## config.mk

```make
export PLATFORM = sky130hd
export DESIGN_NAME = pc_fetch_stage_flat
export DESIGN_NICKNAME = d
export VERILOG_FILES = /design/src/rtl/pc_fetch_stage_pkg.sv /design/src/rtl/pc_fetch_stage_if.sv /design/src/rtl/pc_fetch_stage_skid.sv /design/src/rtl/pc_fetch_stage.sv /design/src/flat_wrapper.sv
export SDC_FILE = /design/constraint.sdc
export NUM_CORES = 1
export LEC_CHECK = 0
export ABC_AREA = 1
export ABC_CLOCK_PERIOD_IN_PS = 17600
export CELL_PAD_IN_SITES_DETAIL_PLACEMENT = 0
export CELL_PAD_IN_SITES_GLOBAL_PLACEMENT = 1
export CORE_MARGIN = 2
export CORE_UTILIZATION = 38
export DETAILED_ROUTE_END_ITERATION = 12
export PLACE_DENSITY_LB_ADDON = 0.1
export SYNTH_ARGS = -nofsm -noshare
export SYNTH_HDL_FRONTEND = slang
export SYNTH_SLANG_ARGS = --single-unit
```

## constraint.sdc

```tcl
create_clock -name clk -period 17.6 [get_ports clk]
set_input_delay 5.28 -clock clk [delete_from_list [all_inputs] [get_ports clk]]
set_output_delay 5.28 -clock clk [all_outputs]
set_load 0.02 [all_outputs]
```

## src/rtl/pc_fetch_stage_pkg.sv

```systemverilog
`default_nettype none
// ============================================================================
//  Module      : pc_fetch_stage_pkg
//  Description : Shared widths, reset PC and fetch FSM encodings for the
//                instruction-fetch stage.
//  Revision    : 1.0  initial release
// ============================================================================
package pc_fetch_stage_pkg;

   localparam int          C_ADDR_W   = 32;
   localparam int          C_INSTR_W  = 32;
   localparam logic [31:0] C_RESET_PC = 32'h0000_0000;

   // Fetch sequencer states (2-bit encoding)
   typedef enum logic [1:0] {
      ST_START = 2'd0,
      ST_REQ   = 2'd1,
      ST_DROP  = 2'd2,
      ST_HOLD  = 2'd3
   } fetch_state_t;

   // A memory request is open in REQ (live fetch) and DROP (fetch being discarded)
   function automatic logic is_req_state(input fetch_state_t st);
      return (st == ST_REQ) || (st == ST_DROP);
   endfunction

endpackage
`default_nettype wire

```

## src/rtl/pc_fetch_stage_if.sv

```systemverilog
`default_nettype none
// ============================================================================
//  Module      : pc_fetch_stage_if
//  Description : Fetch-stage bundle: next-PC adder loop, instruction-memory
//                req/ack port, pipeline control and IF/ID register outputs.
//  Revision    : 1.0  initial release
// ============================================================================
interface pc_fetch_stage_if #(
   parameter int ADDR_W  = 32,
   parameter int INSTR_W = 32
);
   logic [ADDR_W-1:0]  newAddress;
   logic [ADDR_W-1:0]  currentAddress;
   logic               imemReq;
   logic [ADDR_W-1:0]  imemAddr;
   logic               imemAck;
   logic [INSTR_W-1:0] imemData;
   logic               stall;
   logic               flush;
   logic               ifidValid;
   logic [INSTR_W-1:0] ifidInstr;
   logic [ADDR_W-1:0]  ifidPC;

   // Fetch stage side
   modport master (
      input  newAddress, imemAck, imemData, stall, flush,
      output currentAddress, imemReq, imemAddr, ifidValid, ifidInstr, ifidPC
   );

   // Surrounding pipeline / memory side
   modport slave (
      output newAddress, imemAck, imemData, stall, flush,
      input  currentAddress, imemReq, imemAddr, ifidValid, ifidInstr, ifidPC
   );
endinterface
`default_nettype wire

```

## src/rtl/pc_fetch_stage_skid.sv

```systemverilog
`default_nettype none
// ============================================================================
//  Module      : pc_fetch_stage_skid
//  Description : One-entry skid buffer holding {instr, pc} for a fetch that
//                completed while ID was stalled. Clear beats load beats drain.
//  Revision    : 1.0  initial release
// ============================================================================
module pc_fetch_stage_skid #(
   parameter int ADDR_W  = 32,
   parameter int INSTR_W = 32
) (
   input  logic               clk,
   input  logic               reset,
   input  logic               load,
   input  logic               drain,
   input  logic               clear,
   input  logic [INSTR_W-1:0] load_instr,
   input  logic [ADDR_W-1:0]  load_pc,
   output logic               full,
   output logic [INSTR_W-1:0] instr,
   output logic [ADDR_W-1:0]  pc
);

   logic               r_full;
   logic [INSTR_W-1:0] r_instr;
   logic [ADDR_W-1:0]  r_pc;

   // Capture, drain or discard the parked instruction
   always_ff @(posedge clk or posedge reset) begin
      if (reset) begin
         r_full  <= 1'b0;
         r_instr <= '0;
         r_pc    <= '0;
      end else if (clear) begin
         r_full  <= 1'b0;
      end else if (load) begin
         r_full  <= 1'b1;
         r_instr <= load_instr;
         r_pc    <= load_pc;
      end else if (drain) begin
         r_full  <= 1'b0;
      end
   end

   assign full  = r_full;
   assign instr = r_instr;
   assign pc    = r_pc;

endmodule
`default_nettype wire

```

## src/rtl/pc_fetch_stage.sv

```systemverilog
`default_nettype none
// ============================================================================
//  Module      : pc_fetch_stage
//  Description : Instruction-fetch stage. Owns the PC register, issues req/ack
//                reads to instruction memory and fills the IF/ID register,
//                with a one-entry skid for ID stalls and branch/jump flush.
//  Revision    : 1.0  initial release
// ============================================================================
module pc_fetch_stage
   import pc_fetch_stage_pkg::*;
#(
   parameter int                 ADDR_W   = C_ADDR_W,
   parameter int                 INSTR_W  = C_INSTR_W,
   parameter logic [ADDR_W-1:0]  RESET_PC = C_RESET_PC
) (
   input  logic              clk,
   input  logic              reset,
   pc_fetch_stage_if.master  bus
);

   fetch_state_t       r_state;
   logic [ADDR_W-1:0]  r_pc;
   logic               r_ifid_valid;
   logic [INSTR_W-1:0] r_ifid_instr;
   logic [ADDR_W-1:0]  r_ifid_pc;

   logic               w_skid_load;
   logic               w_skid_drain;
   logic               w_skid_clear;
   logic               w_skid_full;
   logic [INSTR_W-1:0] w_skid_instr;
   logic [ADDR_W-1:0]  w_skid_pc;

   // Skid control: park an ack that arrives under stall, release it once ID frees up
   assign w_skid_clear = bus.flush;
   assign w_skid_load  = (r_state == ST_REQ)  &&  bus.imemAck && bus.stall && !bus.flush;
   assign w_skid_drain = (r_state == ST_HOLD) && !bus.stall && !bus.flush;

   pc_fetch_stage_skid #(
      .ADDR_W  (ADDR_W),
      .INSTR_W (INSTR_W)
   ) u_skid (
      .clk        (clk),
      .reset      (reset),
      .load       (w_skid_load),
      .drain      (w_skid_drain),
      .clear      (w_skid_clear),
      .load_instr (bus.imemData),
      .load_pc    (r_pc),
      .full       (w_skid_full),
      .instr      (w_skid_instr),
      .pc         (w_skid_pc)
   );

   // Fetch sequencer, PC register and IF/ID register
   always_ff @(posedge clk or posedge reset) begin
      if (reset) begin
         r_state      <= ST_START;
         r_pc         <= RESET_PC;
         r_ifid_valid <= 1'b0;
         r_ifid_instr <= '0;
         r_ifid_pc    <= '0;
      end else if (bus.flush) begin
         // Redirect wins over everything; an unanswered request must still be
         // retired, so REQ without ack waits in DROP for the stale data.
         r_ifid_valid <= 1'b0;
         r_pc         <= bus.newAddress;
         case (r_state)
            ST_REQ:  r_state <= bus.imemAck ? ST_REQ : ST_DROP;
            ST_DROP: r_state <= bus.imemAck ? ST_REQ : ST_DROP;
            default: r_state <= ST_REQ;
         endcase
      end else begin
         case (r_state)
            ST_START: begin
               r_state <= ST_REQ;
            end
            ST_REQ: begin
               if (bus.imemAck && !bus.stall) begin
                  r_ifid_valid <= 1'b1;
                  r_ifid_instr <= bus.imemData;
                  r_ifid_pc    <= r_pc;
                  r_pc         <= bus.newAddress;
               end else if (bus.imemAck) begin
                  // Data went into the skid; stop requesting until it drains
                  r_pc    <= bus.newAddress;
                  r_state <= ST_HOLD;
               end else if (!bus.stall) begin
                  r_ifid_valid <= 1'b0;
               end
            end
            ST_DROP: begin
               if (bus.imemAck) begin
                  r_state <= ST_REQ;
               end
            end
            ST_HOLD: begin
               if (!bus.stall) begin
                  r_ifid_valid <= w_skid_full;
                  r_ifid_instr <= w_skid_instr;
                  r_ifid_pc    <= w_skid_pc;
                  r_state      <= ST_REQ;
               end
            end
            default: begin
               r_state <= ST_START;
            end
         endcase
      end
   end

   assign bus.currentAddress = r_pc;
   assign bus.imemAddr       = r_pc;
   assign bus.imemReq        = is_req_state(r_state);
   assign bus.ifidValid      = r_ifid_valid;
   assign bus.ifidInstr      = r_ifid_instr;
   assign bus.ifidPC         = r_ifid_pc;

endmodule
`default_nettype wire

```

## src/flat_wrapper.sv

```systemverilog
// flat-port wrapper written by rule: the top's interface ports become plain ports
module pc_fetch_stage_flat import pc_fetch_stage_pkg::*;
#(
   parameter int                 ADDR_W   = C_ADDR_W,
   parameter int                 INSTR_W  = C_INSTR_W,
   parameter logic [ADDR_W-1:0]  RESET_PC = C_RESET_PC
)
  (clk, reset, bus_newAddress, bus_imemAck, bus_imemData, bus_stall, bus_flush, bus_currentAddress, bus_imemReq, bus_imemAddr, bus_ifidValid, bus_ifidInstr, bus_ifidPC);
  pc_fetch_stage_if #(.ADDR_W(ADDR_W), .INSTR_W(INSTR_W)) bus_i ();
  input  logic clk;
  input  logic reset;
  input wire logic [$bits(bus_i.newAddress)-1:0] bus_newAddress;
  input wire logic [$bits(bus_i.imemAck)-1:0] bus_imemAck;
  input wire logic [$bits(bus_i.imemData)-1:0] bus_imemData;
  input wire logic [$bits(bus_i.stall)-1:0] bus_stall;
  input wire logic [$bits(bus_i.flush)-1:0] bus_flush;
  output wire logic [$bits(bus_i.currentAddress)-1:0] bus_currentAddress;
  output wire logic [$bits(bus_i.imemReq)-1:0] bus_imemReq;
  output wire logic [$bits(bus_i.imemAddr)-1:0] bus_imemAddr;
  output wire logic [$bits(bus_i.ifidValid)-1:0] bus_ifidValid;
  output wire logic [$bits(bus_i.ifidInstr)-1:0] bus_ifidInstr;
  output wire logic [$bits(bus_i.ifidPC)-1:0] bus_ifidPC;
  assign bus_i.newAddress = bus_newAddress;
  assign bus_i.imemAck = bus_imemAck;
  assign bus_i.imemData = bus_imemData;
  assign bus_i.stall = bus_stall;
  assign bus_i.flush = bus_flush;
  assign bus_currentAddress = bus_i.currentAddress;
  assign bus_imemReq = bus_i.imemReq;
  assign bus_imemAddr = bus_i.imemAddr;
  assign bus_ifidValid = bus_i.ifidValid;
  assign bus_ifidInstr = bus_i.ifidInstr;
  assign bus_ifidPC = bus_i.ifidPC;
  pc_fetch_stage #(.ADDR_W(ADDR_W), .INSTR_W(INSTR_W), .RESET_PC(RESET_PC)) u_core (.clk(clk), .reset(reset), .bus(bus_i));
endmodule
```

======== Word-level counts from Yosys, hierarchy flattened ========
Cells that the tools add are included.
word-level totals
  input port bits ......................... 69
  register bits ........................... 164
  output and inout bits ................... 130
  logic and storage cells ................. 68
operators by class
  bitwise operators ....................... 1
  muxes and demuxes ....................... 27
  reductions and logical operators ........ 21
  equal/unequal tests ..................... 11
operator list
  cell                  number
  $mux W32              8
  $pmux W32 S2          2
  $mux W2               7
  $ne A3 B3 Y1 const B  4
  $reduce_and A4 Y1     3
  $reduce_bool A3 Y1    3
  $mux W1               8
  $ne A4 B4 Y1 const B  2
  $pmux W2 S4           1
  $logic_and A1 B1 Y1   6
  $eq A2 B2 Y1 const B  2
  $ne A2 B2 Y1 const B  2
  $reduce_and A2 Y1     2
  $reduce_bool A2 Y1    2
  $eq A2 B1 Y1 const B  1
  $logic_not A1 Y1      2
  $logic_not A2 Y1      1
  $pmux W1 S2           1
  $reduce_or A2 Y1      1
  $logic_or A1 B1 Y1    1
  $not A1 Y1            1

======== Depth between registers and ports, before layout ========
Gate-level depths: netlist of run 1.
  word-level depth ........................ 6
  mapped depth ............................ 8
  depth with buffers taken out ............ 8

======== By module ========
A second synthesis of run 1 with hierarchy kept.
unflattened totals
  cells, all modules ...................... 1003
  area, all modules ....................... 8110.3 um^2
by module, submodules not included
  module               seq. area each (um^2)  cells an instance  area an instance (um^2)  instances
  pc_fetch_stage       2477.4                 719                5495.3                   1
  pc_fetch_stage_skid  1626.6                 284                2615.0                   1

======== Worst setup path after synthesis of run 1 ========
Ideal clock, no wire load.
  path type ............................... register to output
  start point ............................. register u_core.r_state[0]
  end point ............................... output port bus_imemReq
  required time ........................... 12320 ps
  arrival ................................. 908 ps
  setup slack ............................. 11412 ps
  path buffers ............................ 0
  stages on the path, launching flop included .. 4
  cells stage by stage .................... dfrtp_1 inv_1 ha_1 inv_1
between the ends
  word-level cells in the longest chain between the ends .. 2
  elaborated cells between the ends (all ways) .. 3
  those cells by class .................... eq/ne: 2; reduce/logical: 1
ends and longest elaborated chain
  what                                                 line                      source
  from (decl)                                          pc_fetch_stage.sv:21      fetch_state_t r_state;
  from (signal assigned)                               pc_fetch_stage.sv:69      ST_REQ: r_state <= bus.imemAck ? ST_REQ : ST_DROP;
  from (signal assigned)                               pc_fetch_stage.sv:70      ST_DROP: r_state <= bus.imemAck ? ST_REQ : ST_DROP;
  $eq A2 B1 Y1 / $eq A2 B2 Y1 (equally long branches)  pc_fetch_stage_pkg.sv:24  return (st == ST_REQ) || (st == ST_DROP);
  $logic_or A1 B1 Y1 (*)                               pc_fetch_stage_pkg.sv:24
  to (decl)                                            flat_wrapper.sv:18        output wire logic [$bits(bus_i.imemReq)-1:0] bus_imemReq;
Every way passes the cells marked *; elsewhere a longest branch is shown, timed or not.

======== Worst setup path after layout of run 1 ========
Same ends and word-level chain as after synthesis.

==> results.yml, run 1 <==
layout:
  drive_gt1_share_pct: 4.59
  area_growth_pct: 34.2
  post-route-util_pct: 52.3
  nets: 1087
  antenna_cells: 0
timing:
  skew_ns: 0.00618
  min_period_ns: 7.31
  finalSetupViolations: 0
  period_share_pct: 41.5
  grt_setup_unrepaired: "false"
  slew_headroom_pct: 35.6
  finalHoldViolCount: 0
  setup_tns_ns: 0
  worst_slew_pin_slew_ns: 0.966
  final_max_slew_viol_count: 0
  fmax_mhz: 137
pwr:
  p_total_w: 0.00171
  p_sw_share_pct: 37.9
  seqPwrFrac_pct: 36.4
  leakage_nw: 4.66
  peakVddDrop_v: 0.0000764
  internal-power_w: 0.00106
  clockPowerShare_pct: 23.0
  p_per_area_nw_per_um2: 174
  p_comb_share_pct: 40.6
  switchingPower_w: 0.000650
place:
  hpwlAfterDp_um: 11500
  gp_congestion: 0.794
  io_buffer_count: 198
critical_path:
  worstPathMaxFanout: 7
  cp_num_buf_inv: 3
  cp-end-kind: "primary output"
  crit_family: "buffers and inverters"
  arrival_ns: 2.03
  cp.required_ns: 12.32
  startpoint_type: "flip-flop"
  startpoint: "u_core.r_state[0]"
  cp_slowest_cell: "clkdlybuf4s50_1"
  max_stage_delay_ns: 0.64
  reg2reg_from: "u_core.r_state[0]"
  cp_cell_sequence: "inv_1, ha_1, inv_1, clkdlybuf4s50_1"
  crit_type: "reg2out"
  cp_common_cell: "inv_1"
clocking:
  cts_max_path_buffers: 2
  clk_pin_slew_ns: 0.06
  cts_tree: "done"
  cts-htree-levels: 4
  cts_resized: 0
  numCtsBuffers: 17
  clock_latency_ns: 0.42
  cts_root_buf: "clkbuf_16"
  postCtsSetupBuffers: 0
  hold_buffers: 0
  numClockSinks: 164
outcome:
  status: "complete, no violations"
route:
  wirelength_um: 18300
  viasPerCell: 4.62
  drc_errors: 0
  dr.first_iter.drc_count: 423
  wl_per_cell_um: 14.2
  drtPass1Iterations: 5
  ant_nets: 0
  via_count: 5941
grt:
  grt_max_degree: 105
  grt_pass1_vias: 5555
  grtUsageMet2_pct: 27.9
  grt_pass1_wl_um: 29500
  grt_use_met3_pct: 4.59
  grt.busiest_layer: "met2"
  antenna_found_initial: 0
  grtUsageTotal_pct: 18.5
  use_met1_pct: 26.0
  grt.overflow.total: 0
synth:
  syn_nets: 950
  netlist_area_um2: 7340
  ys_top_cells_by_area: "dfrtp_1 (56%), nand2_1 (15%), o21ai_0 (7.5%), nand3_1 (4.6%), buf_4 (4.1%)"
  ys.flop_type: "dfrtp_1"
  synth_cell_types: 20
  synth_top_area_share_pct: 55.9
  syn_inst: 876
  async_reset_ff_share_pct: 100
  synth-edff-count: 0
  yosysMostFrequentCell: "nand2_1"
  ys_seq_area_share_pct: 55.9
  avgSynthCellArea_um2: 8.38
  ys.warnings.count: 0
  synth.largest_area_cell: "dfrtp_1"
  ys_seq_elements: 164
  synthTopCellsByCount: "nand2_1 (301), dfrtp_1 (164), o21ai_0 (110)"
min_path:
  min_from: "u_core.bus.ifidInstr[23]"
  hold_class: "reg2reg"
floorplanning:
  fp.dieW_um: 143
  fp.coreArea_um2: 18800
  dieArea_um2: 20400
  num_rows: 50
  start_util_pct: 39.0
  die_h_um: 143
  io_pins: 199
flow_run:
  drv_cap: 0
stage by stage:
stage	worst slack [ns]	cell area [um^2]	instances	hold WS, ns
after floorplan	7.89	7340	876	0.453
after global placement	10.06	9230	1254	0.454
after detailed placement	10.02	9230	1254	0.458
after CTS	10.25	9850	1285	0.474
after global routing	10.16	9850	1285	0.483
final	10.29	9850	1285	0.468
power by group through the flow:
| stage | registers, W | logic (W) | clock network, W |
|---|---|---|---|
| 2_1_floorplan | 0.000711 | 0.000343 | 0 |
| 3_3_place_gp | 0.000627 | 0.000700 | 0 |
| 3_5_place_dp | 0.000627 | 0.000707 | 0 |
| 4_1_cts | 0.000624 | 0.000708 | 0.000404 |
| 5_1_grt | 0.000643 | 0.000775 | 0.000419 |
| 6_report | 0.000623 | 0.000695 | 0.000395 |
logic make-up after synthesis:
logic type               Yosys count  synth area share, %
flip-flops                       164                 55.9
adder cells (fa/ha/maj)            5                0.852
AND/OR/NAND/NOR                  377                 20.6
AO/OA/AOI/OAI                    169                 11.7
buffers and inverters            161                 11.0
cell type report:
class | instances | area (um^2)
Fill cell | 1782 | 8980
Sequential cell | 164 | 4100
Multi-Input combinational cell | 551 | 2480
Timing Repair Buffer | 205 | 2030
Clock buffer | 18 | 439
Tap cell | 260 | 325
Inverter | 74 | 283
Clock inverter | 13 | 183
worst min-delay path, cell delays in order, from the launching register on:
cell	delay [ns]
dfrtp_1	0.34
nand2_1	0.05
nand2_1	0.04
per-layer routing:
layer / wire (um) / vias up
met5: 0 / -
met4: 302 / 0
met3: 993 / 22
met2: 8240 / 139
met1: 8740 / 2763
li1: - / 3017
registers in the layout, summed over array words and instances (netlist names):
| signal | count |
|---|---|
| u_core.u_skid.full | 1 |
| u_core.bus.currentAddress | 32 |
| u_core.u_skid.pc | 32 |
| u_core.u_skid.instr | 32 |
| u_core.bus.ifidInstr | 32 |
| u_core.r_state | 2 |
| u_core.bus.ifidValid | 1 |
| u_core.bus.ifidPC | 32 |
final timing paths:
| path | slack (ns) | to | depth (start not counted) |
|---|---|---|---|
| worst max-delay path | 10.29 | bus_imemReq | 4 |
| max in group asynchronous | 10.74 | u_core.u_skid.pc[19] | 3 |
| worst max register to register | 15.07 | u_core.bus.ifidPC[14] | 7 |
| worst min register to register | 0.47 | u_core.bus.ifidInstr[23] | 2 |
| worst min-delay path | 0.47 | u_core.bus.ifidInstr[23] | 2 |
| min in group asynchronous | 5.44 | u_core.bus.ifidInstr[10] | 2 |
layout by cell type, fill, tap and decap left out, drive strengths merged:
cell type        n
a21oi            3
buf              7
bufinv           4
clkbuf          18
clkdlybuf4s50  198
clkinv           4
clkinvlp         4
dfrtp          164
ha               5
inv             75
nand2          302
nand3           68
nand4            2
nor2             5
o21ai          165
o22ai            1
Power figures use the tool's default switching activity.
==> run 2: changes to the inputs <==
--- a/config.mk
+++ b/config.mk
@@ -6,11 +6,11 @@
 export NUM_CORES = 1
 export LEC_CHECK = 0
 export ABC_AREA = 1
-export ABC_CLOCK_PERIOD_IN_PS = 17600
+export ABC_CLOCK_PERIOD_IN_PS = 6900
 export CELL_PAD_IN_SITES_DETAIL_PLACEMENT = 0
 export CELL_PAD_IN_SITES_GLOBAL_PLACEMENT = 1
 export CORE_MARGIN = 2
-export CORE_UTILIZATION = 38
+export CORE_UTILIZATION = 35
 export DETAILED_ROUTE_END_ITERATION = 12
 export PLACE_DENSITY_LB_ADDON = 0.1
 export SYNTH_ARGS = -nofsm -noshare
==> constraint.sdc (replaced) <==
create_clock -name clk -period 6.9 [get_ports clk]
set_input_delay 2.07 -clock clk [delete_from_list [all_inputs] [get_ports clk]]
set_output_delay 2.07 -clock clk [all_outputs]
set_load 0.02 [all_outputs]
==> results.yml, run 2 (synthesized netlist as in run 1, its figures left out) <==
critical_path:
  startpoint_type: "flip-flop"
  cp-end-kind: "primary output"
  rrSetupSlack_ns: 4.45
  reg2reg_from: "u_core.r_state[0]"
  startpoint: "u_core.r_state[0]"
  cp.required_ns: 4.83
  worstPathMaxFanout: 7
  crit_type: "reg2out"
  arrival_ns: 2.04
flow_run:
  drv_cap: 0
timing:
  final_max_slew_viol_count: 0
  setup_tns_ns: 0
  worst_slew_pin_slew_ns: 0.898
  min_period_ns: 4.11
  period_share_pct: 59.6
  finalHoldViolCount: 0
  fin_ws_ns: 2.79
  finalSetupViolations: 0
  fmax_mhz: 243
  slew_headroom_pct: 40.2
  skew_ns: 0.0105
  grt_setup_unrepaired: "false"
layout:
  fin_cells: 1297
  fillers: 2053
  fin_area_um2: 9840
  drive_gt1_share_pct: 4.67
  antenna_cells: 0
  mostFrequentLayoutCell: "nand2_1"
  nets: 1088
  area_growth_pct: 34.1
  mostFrequentLayoutCells: "nand2_1 (301), clkdlybuf4s50_1 (198), dfrtp_1 (164)"
clocking:
  cts-htree-levels: 4
  numCtsBuffers: 17
  postCtsSetupBuffers: 0
  clock_latency_ns: 0.42
  cts_max_path_buffers: 2
  cts_root_buf: "clkbuf_16"
  numClockSinks: 164
  cts_resized: 0
  hold_buffers: 0
  clk_pin_slew_ns: 0.07
  cts_tree: "done"
place:
  dp_cells: 1265
  io_buffer_count: 198
  placed_cell_area_um2: 9250
  post-place-ws_ns: 2.46
  hpwlAfterDp_um: 11800
  gp_congestion: 0.740
grt:
  grt.busiest_layer: "met2"
  grt_pass1_vias: 6111
  use_met1_pct: 23.1
  antenna_found_initial: 0
  grtUsageMet2_pct: 30.7
  grt.overflow.total: 0
  grt_pass1_wl_um: 31900
  grt_max_degree: 96
  grtUsageTotal_pct: 18.2
  grt_use_met3_pct: 4.92
min_path:
  hold_class: "reg2reg"
  min_from: "u_core.bus.ifidPC[8]"
pwr:
  peakVddDrop_v: 0.000199
  leakage_nw: 4.67
  p_total_w: 0.00433
  p_per_area_nw_per_um2: 440
route:
  dr.first_iter.drc_count: 369
  drtPass1Iterations: 4
  ant_nets: 0
  viasPerCell: 4.60
  drc_errors: 0
  wl_per_cell_um: 14.5
  via_count: 5970
  wirelength_um: 18800
floorplanning:
  io_pins: 199
  start_util_pct: 35.9
  fp.coreArea_um2: 20400
  num_rows: 52
  fp.dieW_um: 149
  dieArea_um2: 22100
  die_h_um: 149
outcome:
  status: "complete, no violations"
-- run 2: changes by cell type in the layout (fill, tap and decap cells not counted) --
cell / previous run / this run
inv_6: 2 / 7
clkinvlp_4: 4 / 0
clkinv_4: 1 / 4
bufinv_16: 4 / 2
clkinv_2: 3 / 1
buf_4: 7 / 8
clkbuf_1: 0 / 1
clkbuf_8: 1 / 0
inv_8: 0 / 1
-- run 2: layout make-up --
class / count / area (um^2) / share of cell area (%)
Clock inverter: 14 / 164 / 1.67
Clock buffer: 18 / 429 / 4.36
Tap cell: 270 / 338 / 3.43
Sequential cell: 164 / 4100 / 41.7
Timing Repair Buffer: 206 / 2040 / 20.8
Multi-Input combinational cell: 551 / 2480 / 25.2
Inverter: 74 / 283 / 2.87
-- run 2: path summary, 6_finish.rpt --
| kind | end | cells past startpoint |
|---|---|---|
| max | bus_imemReq | 4 |
| min | u_core.bus.ifidPC[8] | 2 |
| max reg2reg | u_core.bus.ifidPC[1] | 7 |
| min reg2reg | u_core.bus.ifidPC[8] | 2 |
| max in group asynchronous | u_core.bus.currentAddress[2] | 3 |
| min in group asynchronous | u_core.bus.ifidInstr[18] | 2 |
-- run 2: where the power goes --
group          internal [W]  leakage (nW)  total [W]  switching (W)
registers           0.00135          2.05    0.00159       0.000232
logic              0.000745          2.32    0.00178        0.00104
clock network      0.000545         0.293   0.000965       0.000420
-- run 2: worst max-delay path, stage by stage, from the launching register on --
cell	delay [ns]
dfrtp_1	0.50
inv_1	0.08
ha_1	0.29
inv_1	0.09
clkdlybuf4s50_1	0.66
-- run 2: metrics by stage --
| stage | hold WS, ns | utilization (%) |
|---|---|---|
| after detailed placement | 0.457 | 45.3 |
| after global routing | 0.493 | 48.2 |
| final | 0.470 | 48.2 |
| after CTS | 0.475 | 48.2 |
| after global placement | 0.453 | 45.3 |
| after floorplan | 0.453 | - |
-- run 2: layer usage --
layer,vias up,wire [um]
li1,3028,-
met5,-,0
met3,15,1040
met2,134,8970
met1,2793,8650
met4,0,173
